[config.mk]
export PLATFORM = sky130hd
export DESIGN_NAME = switch_led_selftest
export DESIGN_NICKNAME = d
export VERILOG_FILES = /design/src/rtl/selftest_pkg.sv /design/src/rtl/selftest_settle_timer.sv /design/src/rtl/switch_led_selftest.sv
export SDC_FILE = /design/constraint.sdc
export NUM_CORES = 1
export LEC_CHECK = 0
export CORE_MARGIN = 3
export CORE_UTILIZATION = 25
export DETAILED_ROUTE_END_ITERATION = 8
export GPL_ROUTABILITY_DRIVEN = 0
export PLACE_DENSITY = 0.48
export SLEW_MARGIN = 20
export SYNTH_ARGS = -nofsm -noshare
export SYNTH_HDL_FRONTEND = slang
export SYNTH_SLANG_ARGS = --single-unit
[constraint.sdc]
create_clock -name clk -period 2.14 [get_ports clk]
set_clock_uncertainty 0.15 [all_clocks]
set_input_delay 0.321 -clock clk [delete_from_list [all_inputs] [get_ports clk]]
set_output_delay 0.321 -clock clk [all_outputs]
set_load 0.02 [all_outputs]
[src/rtl/selftest_pkg.sv]
// Shared types and constants for the switch/LED self-test: FSM state encoding,
// pattern width, the all-pass LED code and the expected LED function.
package selftest_pkg;

  localparam int PAT_W = 8;
  localparam logic [PAT_W-1:0] PASS_LED = 8'hFF;

  typedef enum logic [2:0] {
    ST_IDLE   = 3'd0,
    ST_APPLY  = 3'd1,
    ST_SETTLE = 3'd2,
    ST_CHECK  = 3'd3,
    ST_DONE   = 3'd4
  } state_t;

  // LED value a correct switch/LED block returns for switch pattern s.
  function automatic logic [PAT_W-1:0] expected_led(input logic [PAT_W-1:0] s);
    logic [PAT_W-1:0] e;
    e[0]   = ~s[0];
    e[1]   = s[1] & ~s[2];
    e[3]   = ~s[2] & s[3];
    e[2]   = e[1] | e[3];
    e[7:4] = s[7:4];
    return e;
  endfunction

endpackage

[src/rtl/selftest_settle_timer.sv]
// Settle-time down counter: load arms it, then `expired` is high in the
// CYCLES-th enabled cycle after the load.
module selftest_settle_timer #(
  parameter int unsigned CYCLES = 10
) (
  input  logic clk,
  input  logic reset,
  input  logic load,
  input  logic enable,
  output logic expired
);

  logic [7:0] count;

  always_ff @(posedge clk) begin
    if (reset) begin
      count <= 8'd0;
    end else if (load) begin
      count <= 8'(CYCLES - 1);
    end else if (enable && (count != 8'd0)) begin
      count <= count - 8'd1;
    end
  end

  assign expired = enable && (count == 8'd0);

endmodule

[src/rtl/switch_led_selftest.sv]
// Self-test sequencer for the board switch/LED logic: sweeps switch patterns,
// compares LEDs against the expected function and reports pass/err/first fail.
// Optional macro SELFTEST_STOP_ON_FAIL_EN ends the run at the first mismatch.
//
// Handshake: start is a one-cycle request, accepted only in IDLE or DONE;
// busy is high for the whole run, done holds the result until the next
// accepted start or reset.
module switch_led_selftest
  import selftest_pkg::*;
#(
  parameter int unsigned SETTLE_CYCLES = 10,
  parameter int unsigned PAT_STEP      = 2
) (
  input  logic             clk,
  input  logic             reset,
  input  logic             start,
  input  logic [PAT_W-1:0] sw_in,
  output logic [PAT_W-1:0] sw_out,
  input  logic [PAT_W-1:0] led_in,
  output logic [PAT_W-1:0] led_out,
  output logic             busy,
  output logic             done,
  output logic             pass,
  output logic [7:0]       err_count,
  output logic [PAT_W-1:0] fail_pattern,
  output state_t           state_dbg
);

  state_t           state, next_state;
  logic [PAT_W-1:0] pattern;
  logic [PAT_W:0]   pat_sum;
  logic             mismatch;
  logic             start_run;
  logic             settle_expired;

  assign pat_sum   = {1'b0, pattern} + 9'(PAT_STEP);
  assign mismatch  = (led_in != expected_led(pattern));
  assign start_run = start && ((state == ST_IDLE) || (state == ST_DONE));
  assign state_dbg = state;

  selftest_settle_timer #(
    .CYCLES (SETTLE_CYCLES)
  ) u_settle (
    .clk     (clk),
    .reset   (reset),
    .load    (state == ST_APPLY),
    .enable  (state == ST_SETTLE),
    .expired (settle_expired)
  );

  always_ff @(posedge clk) begin
    if (reset) state <= ST_IDLE;
    else       state <= next_state;
  end

  always_comb begin
    next_state = state;
    unique case (state)
      ST_IDLE, ST_DONE: if (start) next_state = ST_APPLY;
      ST_APPLY:         next_state = ST_SETTLE;
      ST_SETTLE:        if (settle_expired) next_state = ST_CHECK;
      ST_CHECK: begin
`ifdef SELFTEST_STOP_ON_FAIL_EN
        if (mismatch || pat_sum[PAT_W]) next_state = ST_DONE;
        else                            next_state = ST_APPLY;
`else
        if (pat_sum[PAT_W]) next_state = ST_DONE;
        else                next_state = ST_APPLY;
`endif
      end
      default:          next_state = ST_IDLE;
    endcase
  end

  always_comb begin
    busy    = 1'b0;
    done    = 1'b0;
    sw_out  = sw_in;
    led_out = led_in;
    unique case (state)
      ST_APPLY, ST_SETTLE, ST_CHECK: begin
        busy   = 1'b1;
        sw_out = pattern;
      end
      ST_DONE: begin
        done    = 1'b1;
        led_out = pass ? PASS_LED : err_count;
      end
      default: ;
    endcase
  end

  // Result datapath; pass is frozen on the CHECK that leads into DONE.
  always_ff @(posedge clk) begin
    if (reset || start_run) begin
      pattern      <= '0;
      err_count    <= 8'd0;
      fail_pattern <= '0;
      pass         <= 1'b0;
    end else if (state == ST_CHECK) begin
      if (mismatch) begin
        if (err_count != 8'hFF) err_count <= err_count + 8'd1;
        if (err_count == 8'd0)  fail_pattern <= pattern;
      end
      pattern <= pat_sum[PAT_W-1:0];
      if (next_state == ST_DONE) pass <= (err_count == 8'd0) && !mismatch;
    end
  end

endmodule

Word-level counts from Yosys, hierarchy flattened
Cells that the tools add are included.
Word-level totals
  memory bits (writable): 0
  memories kept: 0
  bits of input ports: 19
  word-level logic and storage cells: 51
  memory bits (read-only): 0
  bits in registers: 36
  latch bits: 0
Cells by class
  multiply operators: 0
  bitwise logic cells: 5
  muxes and demuxes: 11
  add/sub/neg operators: 3
  eq/ne operators: 7
  divide/modulo/power cells: 0
  reduce and logical (&&, ||, !) cells: 18
  magnitude comparators: 0
  shift operators: 0
Operators with widths (number)
  two-way mux 8 bit: 3
  logical NOT 8 bit: 2
  case mux 3 bit (4 select lines): 1
  adder 8 x 2 -> 9 bit (second input constant): 1
  two-way mux 3 bit: 3
  adder 8 x 1 -> 8 bit (second input constant): 1
  two-way mux 4 bit: 2
  != test 8 bit: 1
  != test 8 bit (second input constant): 1
  nonzero test 8 bit: 1
  subtractor 8 x 1 -> 8 bit (second input constant): 1
  == test 3 x 2 -> 1 bit (second input constant): 2
  == test 3 bit (second input constant): 2
  AND reduction 3 bit: 2
  logical AND 1 bit: 4
  OR reduction 2 bit: 2
  == test 3 x 1 -> 1 bit (second input constant): 1
  logical NOT 3 bit: 1
  OR reduction 3 bit: 1
  AND 1 bit: 2
  logical OR 1 bit: 2
  two-way mux 1 bit: 2
  NOT 1 bit: 2
  AND reduction 2 bit: 1
  other kinds (3): 3

Depth between registers and ports, before layout
Gate-level depths: netlist (run 1).
  word-level depth: 6
  mapped depth: 9
  mapped depth without buffers: 8

Cells and area by module
From an unflattened synthesis (run 1), not the netlist that was laid out.
Unflattened totals
  cell total of the unflattened synthesis: 264
  area total of the unflattened synthesis: 2075.7 um^2
By module, submodules not included
  switch_led_selftest: area each 1639.1 um^2, instances 1, sequential area each 520.5 um^2, cells each 215
  selftest_settle_timer: area each 436.7 um^2, instances 1, sequential area each 160.2 um^2, cells each 49

Worst setup path after synthesis (run 1)
No wires, ideal clock.
  kind: register to output
  start point: register state[0] (netlist: state_dbg[0])
  end point: output led_out[6]
  setup slack: -0.330 ns
  arrival: 1.999 ns
  stages on the path, launching flop included: 8
  required time: 1.669 ns
  cell sequence: dfxtp_1 -> clkbuf_2 -> nor2_1 -> and2_1 -> clkbuf_1 -> clkbuf_1 -> nor2_1 -> a21oi_1
Between the ends
  cells in the longest elaborated chain, start to end: 2
Ends and longest elaborated chain
  start: declaration: RTL line switch_led_selftest.sv:29  | state_t state, next_state;
  start signal: assignment: RTL line switch_led_selftest.sv:53  | else state <= next_state;
  == test 3 bit: RTL line switch_led_selftest.sv:80  | unique case (state)
  two-way mux 8 bit: RTL line switch_led_selftest.sv:80
  end: declaration: RTL line switch_led_selftest.sv:20  | output logic [PAT_W-1:0] led_out,
No other way between the ends.

Worst setup path after layout (run 1)
  start point: register state[0] (netlist: state_dbg[0])
  end point: output led_out[3]
The elaborated chain is that of the path after synthesis.

==> metrics.md, run 1 <==
| Metric | Value |
|---|---|
| Status | finished, final reports clean |
| Core Area | 7770 sq um |
| EDFF count, synth | 0 |
| Synth async-reset ratio | 0% |
| Placement-stage cell area | 2870 sq um |
| ANT nets after route | 0 |
| Hpwl dp | 4.63 mm |
| Clock sinks | 34 |
| Dpl ws | -0.241 ns |
| Clk root buf | clkbuf_8 |
| Detailed Route WL | 5.99 mm |
| CP required | 1.67 ns |
| Maximum vdd drop | 0.000212 V |
| Total negative slack | 0 ns |
| Vias in the first global route | 1,937 |
| CTS clk-pin slew, worst paths | 0.08 ns |
| Diode count | 0 |
| Area leader, netlist | dfxtp_1 |
| Die width | 95.5 microns |
| Fin nets | 363 |
| Vias post-DR | 2,043 |
| Detailed-route DRC error count | 0 |
| Cell count after placement | 426 |
| DR iter-0 viols | 70 |
| Synthesized net count | 275 |
| Fin cells | 441 |
| Port bufs | 55 |
| Clk_lat worst skew | 0.29 ns |
| Worst path slowest cell | dfxtp_1 |
| Netlist cell types | 50 |
| Synth-to-Final Area Change | 50.6% |
| Max FO, Critical Path | 6 |
| Total number of H-tree levels | 2 |
| CP Capture Type | output port |
| Arrival time at the worst endpoint | 1.65 ns |
| Post-synth top area share | 34.0% |
| Die area | 9120 sq um |
| Crit path kind | reg -> out |
| Sequential Power Share | 35.0% |
| Die H | 95.5 microns |
| Cts bufs inserted | 5 |
| Core Util, Final | 38.8% |
| Crit-path max cell delay | 0.32 ns |
| Share of cells above drive strength 1 | 23.9% |
| Cell mode on critical path | buf_4 |
| FMAX | 472 MHz |
| Period Utilization, post-route | 99.0% |
| Wirelength per Cell | 13.6 microns |
| WHS | 0.344 ns |
| CTS tree | done |
| Max-cap check violation count | 0 |
| Post-synth top flop | dfxtp_1 |
| Post-synth top cells | nor2_1, dfxtp_1, nand2_1 |
| Power share of the combinational group | 41.5% |
| Cell with the most instances after synthesis | nor2_1 |
| Pre-antenna DRT Iters | 4 |
| Tmin final | 2.12 ns |
| Mapped cell area | 2000 sq um |
| Initial Util | 25.8% |
| Final setup viols | 0 |
| Hold buffers post-CTS | 0 |
| Slew Limit Fails | 0 |
| Power consumption | 2.04 mW |
| Hold Vio Cnt, Final | 0 |
| Register area share after synthesis | 34.0% |
| Sw frac | 35.9% |
| Tot GR Track Use | 13.9% |
| Synth Register Bits | 34 |
| Largest net degree at the start of global routing | 14 |
| Row cnt | 32 |
| Via/cell ratio | 4.63 |
| Bufs on Longest Clock Path | 2 |
| Syn Inst Count | 250 |
| Worst hold path type | reg -> reg |
| P_int | 1.31 mW |
| Initial antenna violation count | 0 |
| Switching pwr | 0.733 mW |
| Clock group share of total power | 23.4% |
| Synth top area cells | dfxtp_1, nor2_1, xor2_1 |
| I/O pin cnt | 57 |
| First-pass GRT wire length | 9.87 mm |
| Pwr Density | 677 nW/um^2 |
| Pleak | 1.27 nW |
| CP cell instances | nor2_2, and2_1, buf_4, buf_4, a21oi_1, dlygate4sd2_1 |
| Crit start category | flop |
| RSZ-0062 raised after global routing | yes |
| Synth warn | 0 |
| Final Worst Setup Slack | 0.0216 ns |
| Mapped Avg Cell Area | 8.01 sq um |
| Final Cell Area | 3020 sq um |
| Grt ovf | 0 |
[routing by layer]
| layer | vias up | wire [microns] | part of all wire [%] | global-route usage, % |
|---|---|---|---|---|
| li1 | 1034 | - | - | - |
| met1 | 965 | 2950 | 49 | 20.0 |
| met2 | 39 | 2720 | 45 | 21.0 |
| met3 | 5 | 249 | 4.2 | 2.60 |
| met4 | 0 | 65 | 1.1 | 4.27 |
| met5 | - | 0 | 0 | 0 |
[what timing repair did]
action	4_1_cts	5_1_grt
resized for setup	26	26
setup buffers	4	3
pin swaps	3	6
setup endpoints to repair	30	31
[cells by family after synthesis]
family                   count (synthesis)  synth area share [%]
other                                    1                 0.187
AO/OA/AOI/OAI                           38                  13.4
adder cells (fa/ha/maj)                  6                  3.75
flip-flops                              34                  34.0
buffers and inverters                   23                  5.25
AND/OR/NAND/NOR                        122                  31.6
multiplexers                             8                  4.00
XOR/XNOR                                18                  7.87
[flip-flops by register name, summed over array words and instances, names as in the netlist]
register        flops
fail_pattern        7
state_dbg           3
u_settle.count      8
pattern             7
pass                1
err_count           8
[power by group through the flow]
stage	combinational [mW]	clock, mW	sequential [mW]
detailed placement	0.839	0	0.728
floorplan	0.488	0	0.750
global placement	0.835	0	0.727
finish	0.848	0.478	0.715
global route	0.930	0.528	0.723
CTS	0.846	0.498	0.714
[final cells by class]
type	count	area [sq um]
Sequential cell	34	684
Fill cell	824	4750
Inverter	7	26.3
Tap cell	102	128
Multi-Input combinational cell	193	1260
Clock inverter	2	13.8
Timing Repair Buffer	97	826
Clock buffer	6	72.6
[path summary, 6_finish.rpt]
path | start | endpoint | slack (ns) | cells after the start
setup / recovery | state_dbg[0]$_SDFF_PP0_ | led_out[3] | 0.02 | 6
hold / removal | fail_pattern[2]$_SDFFE_PP0P_ | fail_pattern[2]$_SDFFE_PP0P_ | 0.34 | 2
setup reg to reg | err_count[0]$_SDFFE_PP0P_ | fail_pattern[6]$_SDFFE_PP0P_ | 0.06 | 9
hold reg to reg | fail_pattern[2]$_SDFFE_PP0P_ | fail_pattern[2]$_SDFFE_PP0P_ | 0.34 | 2
[cells in the final DEF, fill, tap and decap left out, types with 5 or more instances in the layout]
master            n
and3_1            6
buf_4            41
a211oi_1          5
clkbuf_2          9
clkbuf_8          5
mux2i_1           8
xnor2_1           5
nand2_1          30
a21oi_1          13
xor2_1           13
nand3_1           6
nor3_1            5
nor2_1           41
clkdlybuf4s50_1  37
dlygate4sd2_1     6
dfxtp_1          31
[worst max-delay path, delay by kind of cell, from the launching register on]
kind	cells	cell delay, ns
compound gates	1	0.06
simple gates	2	0.40
flops	1	0.32
buf+inv	3	0.60
(Power assumes the default switching activity.)
==> run 2: changes to the inputs <==
- CAP_MARGIN: not set -> 20
- SLEW_MARGIN: 20 -> not set
==> results of run 2 <==
Final layout, timing and power as in run 1 (identical DEF).
==> run 3: changes to the inputs <==
- ABC_AREA: not set -> 1
- PLACE_DENSITY: 0.48 -> 0.47
- SYNTH_HIERARCHICAL: not set -> 1
==> metrics.md, run 3 <==
| Metric | Value |
|---|---|
| FF-to-FF setup slack | 0.32 ns |
| Cell with the most instances after synthesis | nand2_1 |
| Routed length on met2 | 2.84 mm |
| Worst Tran Pin Value | 0.507 ns |
| Period Utilization, post-route | 96.0% |
| Detailed Route WL | 6.04 mm |
| Mapped cell area | 2180 sq um |
| Area leader, netlist | dfxtp_1 |
| Mapped Avg Cell Area | 6.65 sq um |
| Clk_lat worst skew | 0.29 ns |
| CP required | 1.67 ns |
| CTS tree | done |
| Maximum vdd drop | 0.000235 V |
| Setup Fix Bufs, Post-CTS | 0 |
| Vias post-DR | 2,244 |
| Tot GR Track Use | 12.8% |
| Pwr Density | 523 nW/um^2 |
| Max FO, Critical Path | 17 |
| Dpl ws | 0.0166 ns |
| Synth top area cells | dfxtp_1, nand2_1, inv_1 |
| Synthesized net count | 353 |
| Status | finished, final reports clean |
| Tmin final | 2.05 ns |
| Clk root buf | clkbuf_8 |
| Pre-antenna DRT Iters | 4 |
| Initial Util | 26.2% |
| Top sig layer | met4 |
| DR iter-0 viols | 73 |
| Grt ovf | 0 |
| Vias in the first global route | 2,265 |
| Hpwl dp | 4.78 mm |
| CP Capture Type | output port |
| I/O pin cnt | 57 |
| FMAX | 487 MHz |
| Pleak | 1.31 nW |
| Hold buffers post-CTS | 0 |
| Metal-1 WL | 2.87 mm |
| Crit path kind | reg -> out |
| P_int | 1.09 mW |
| Synth Register Bits | 34 |
| Slew Limit Fails | 0 |
| Synth async-reset ratio | 0% |
| Sw frac | 31.8% |
| Netlist cell types | 32 |
| Clock sinks | 34 |
| Hold Vio Cnt, Final | 0 |
| RSZ-0062 raised after global routing | yes |
| CTS clk-pin slew, worst paths | 0.07 ns |
| Met3 wire len | 251 microns |
| Clock group share of total power | 31.3% |
| Row cnt | 33 |
| Bufs on Longest Clock Path | 2 |
| Largest net degree at the start of global routing | 18 |
| Core Util, Final | 36.5% |
| Crit start category | flop |
| Total negative slack | 0 ns |
| Total number of H-tree levels | 2 |
| Final Cell Area | 3040 sq um |
| Die width | 99.4 microns |
| Fin nets | 425 |
| Detailed-route DRC error count | 0 |
| Max-cap check violation count | 0 |
| Core Area | 8340 sq um |
| Placement-stage cell area | 2970 sq um |
| Die H | 99.4 microns |
| Largest registers | err_count: 8 flops, u_settle/count: 8 flops |
| First-pass GRT wire length | 10.4 mm |
| Sequential Power Share | 42.0% |
| Syn Inst Count | 328 |
| Worst hold path type | reg -> reg |
| Arrival time at the worst endpoint | 1.58 ns |
| ANT nets after route | 0 |
| Post-synth top cells | nand2_1, inv_1, dfxtp_1 |
| Fin cells | 506 |
| WHS | 0.314 ns |
| Port bufs | 55 |
| Die area | 9890 sq um |
| Slew margin rel. | 65.9% |
| Post-synth top area share | 31.2% |
| Synth warn | 6 |
| Via/cell ratio | 4.43 |
| Share of cells above drive strength 1 | 14.5% |
| Power consumption | 1.59 mW |
| Synth-to-Final Area Change | 39.5% |
| Power share of the combinational group | 26.8% |
| Register area share after synthesis | 31.2% |
| Cell count after placement | 498 |
| Highest-count cells in the layout ignoring fill and taps | nand2_1, inv_1, clkdlybuf4s50_1 |
| Final Worst Setup Slack | 0.0865 ns |
| EDFF count, synth | 0 |
| Diode count | 0 |
| Final setup viols | 0 |
| Wirelength per Cell | 11.9 microns |
| Cts bufs inserted | 5 |
| Leading cell type in the layout, fill and taps excluded | nand2_1 |
| # resized after CTS | 17 |
| Initial antenna violation count | 0 |
| Post-synth top flop | dfxtp_1 |
| Switching pwr | 0.506 mW |
## run 3: path summary, 6_finish.rpt
| check | startpoint | endpoint | cells after the start |
|---|---|---|---|
| setup reg to reg | pattern[2]$_SDFFE_PP0N_ | err_count[7]$_SDFFE_PP0P_ | 12 |
| setup / recovery | state_dbg[0]$_SDFF_PP0_ | led_out[2] | 5 |
| hold reg to reg | fail_pattern[4]$_SDFFE_PP0P_ | fail_pattern[4]$_SDFFE_PP0P_ | 2 |
| hold / removal | fail_pattern[4]$_SDFFE_PP0P_ | fail_pattern[4]$_SDFFE_PP0P_ | 2 |
## run 3: critical path: stages, from the launching register on
cell and delay, ns:
dfxtp_1 0.35, nor3_2 0.26, buf_12 0.17, o21ai_0 0.11
o21ai_0 0.09, clkdlybuf4s15_1 0.32
## run 3: cell families (layout without fill, tap and decap cells)
logic type / count (synthesis) / after routing / share of synthesized area (%)
buf+inv: 54 / 127 / 10.1
other cells: 1 / 1 / 0.172
xor+xnor: 9 / 9 / 3.61
compound gates: 57 / 57 / 13.9
simple gates: 167 / 167 / 37.6
flops: 34 / 34 / 31.2
fa+ha+maj: 6 / 6 / 3.44
## run 3: final cells by class
type	count	area (sq um)
Inverter	46	175
Clock inverter	1	5.00
Multi-Input combinational cell	240	1280
Fill cell	922	5300
Clock buffer	7	86.3
Tap cell	105	131
Timing Repair Buffer	73	683
Sequential cell	34	681
## run 3: layer usage
metal  GRT usage [%]  vias up
met4            4.10        0
met2            21.5       40
met3            2.66        7
li1                -     1201
met5               0        -
met1            16.5      996
## run 3: power groups by stage
stage	clock network [mW]	logic [mW]	registers, mW
6_report	0.498	0.427	0.668
3_5_place_dp	0	0.448	0.683
2_1_floorplan	0	0.278	0.686
3_3_place_gp	0	0.444	0.682
4_1_cts	0.521	0.431	0.668
5_1_grt	0.548	0.487	0.671
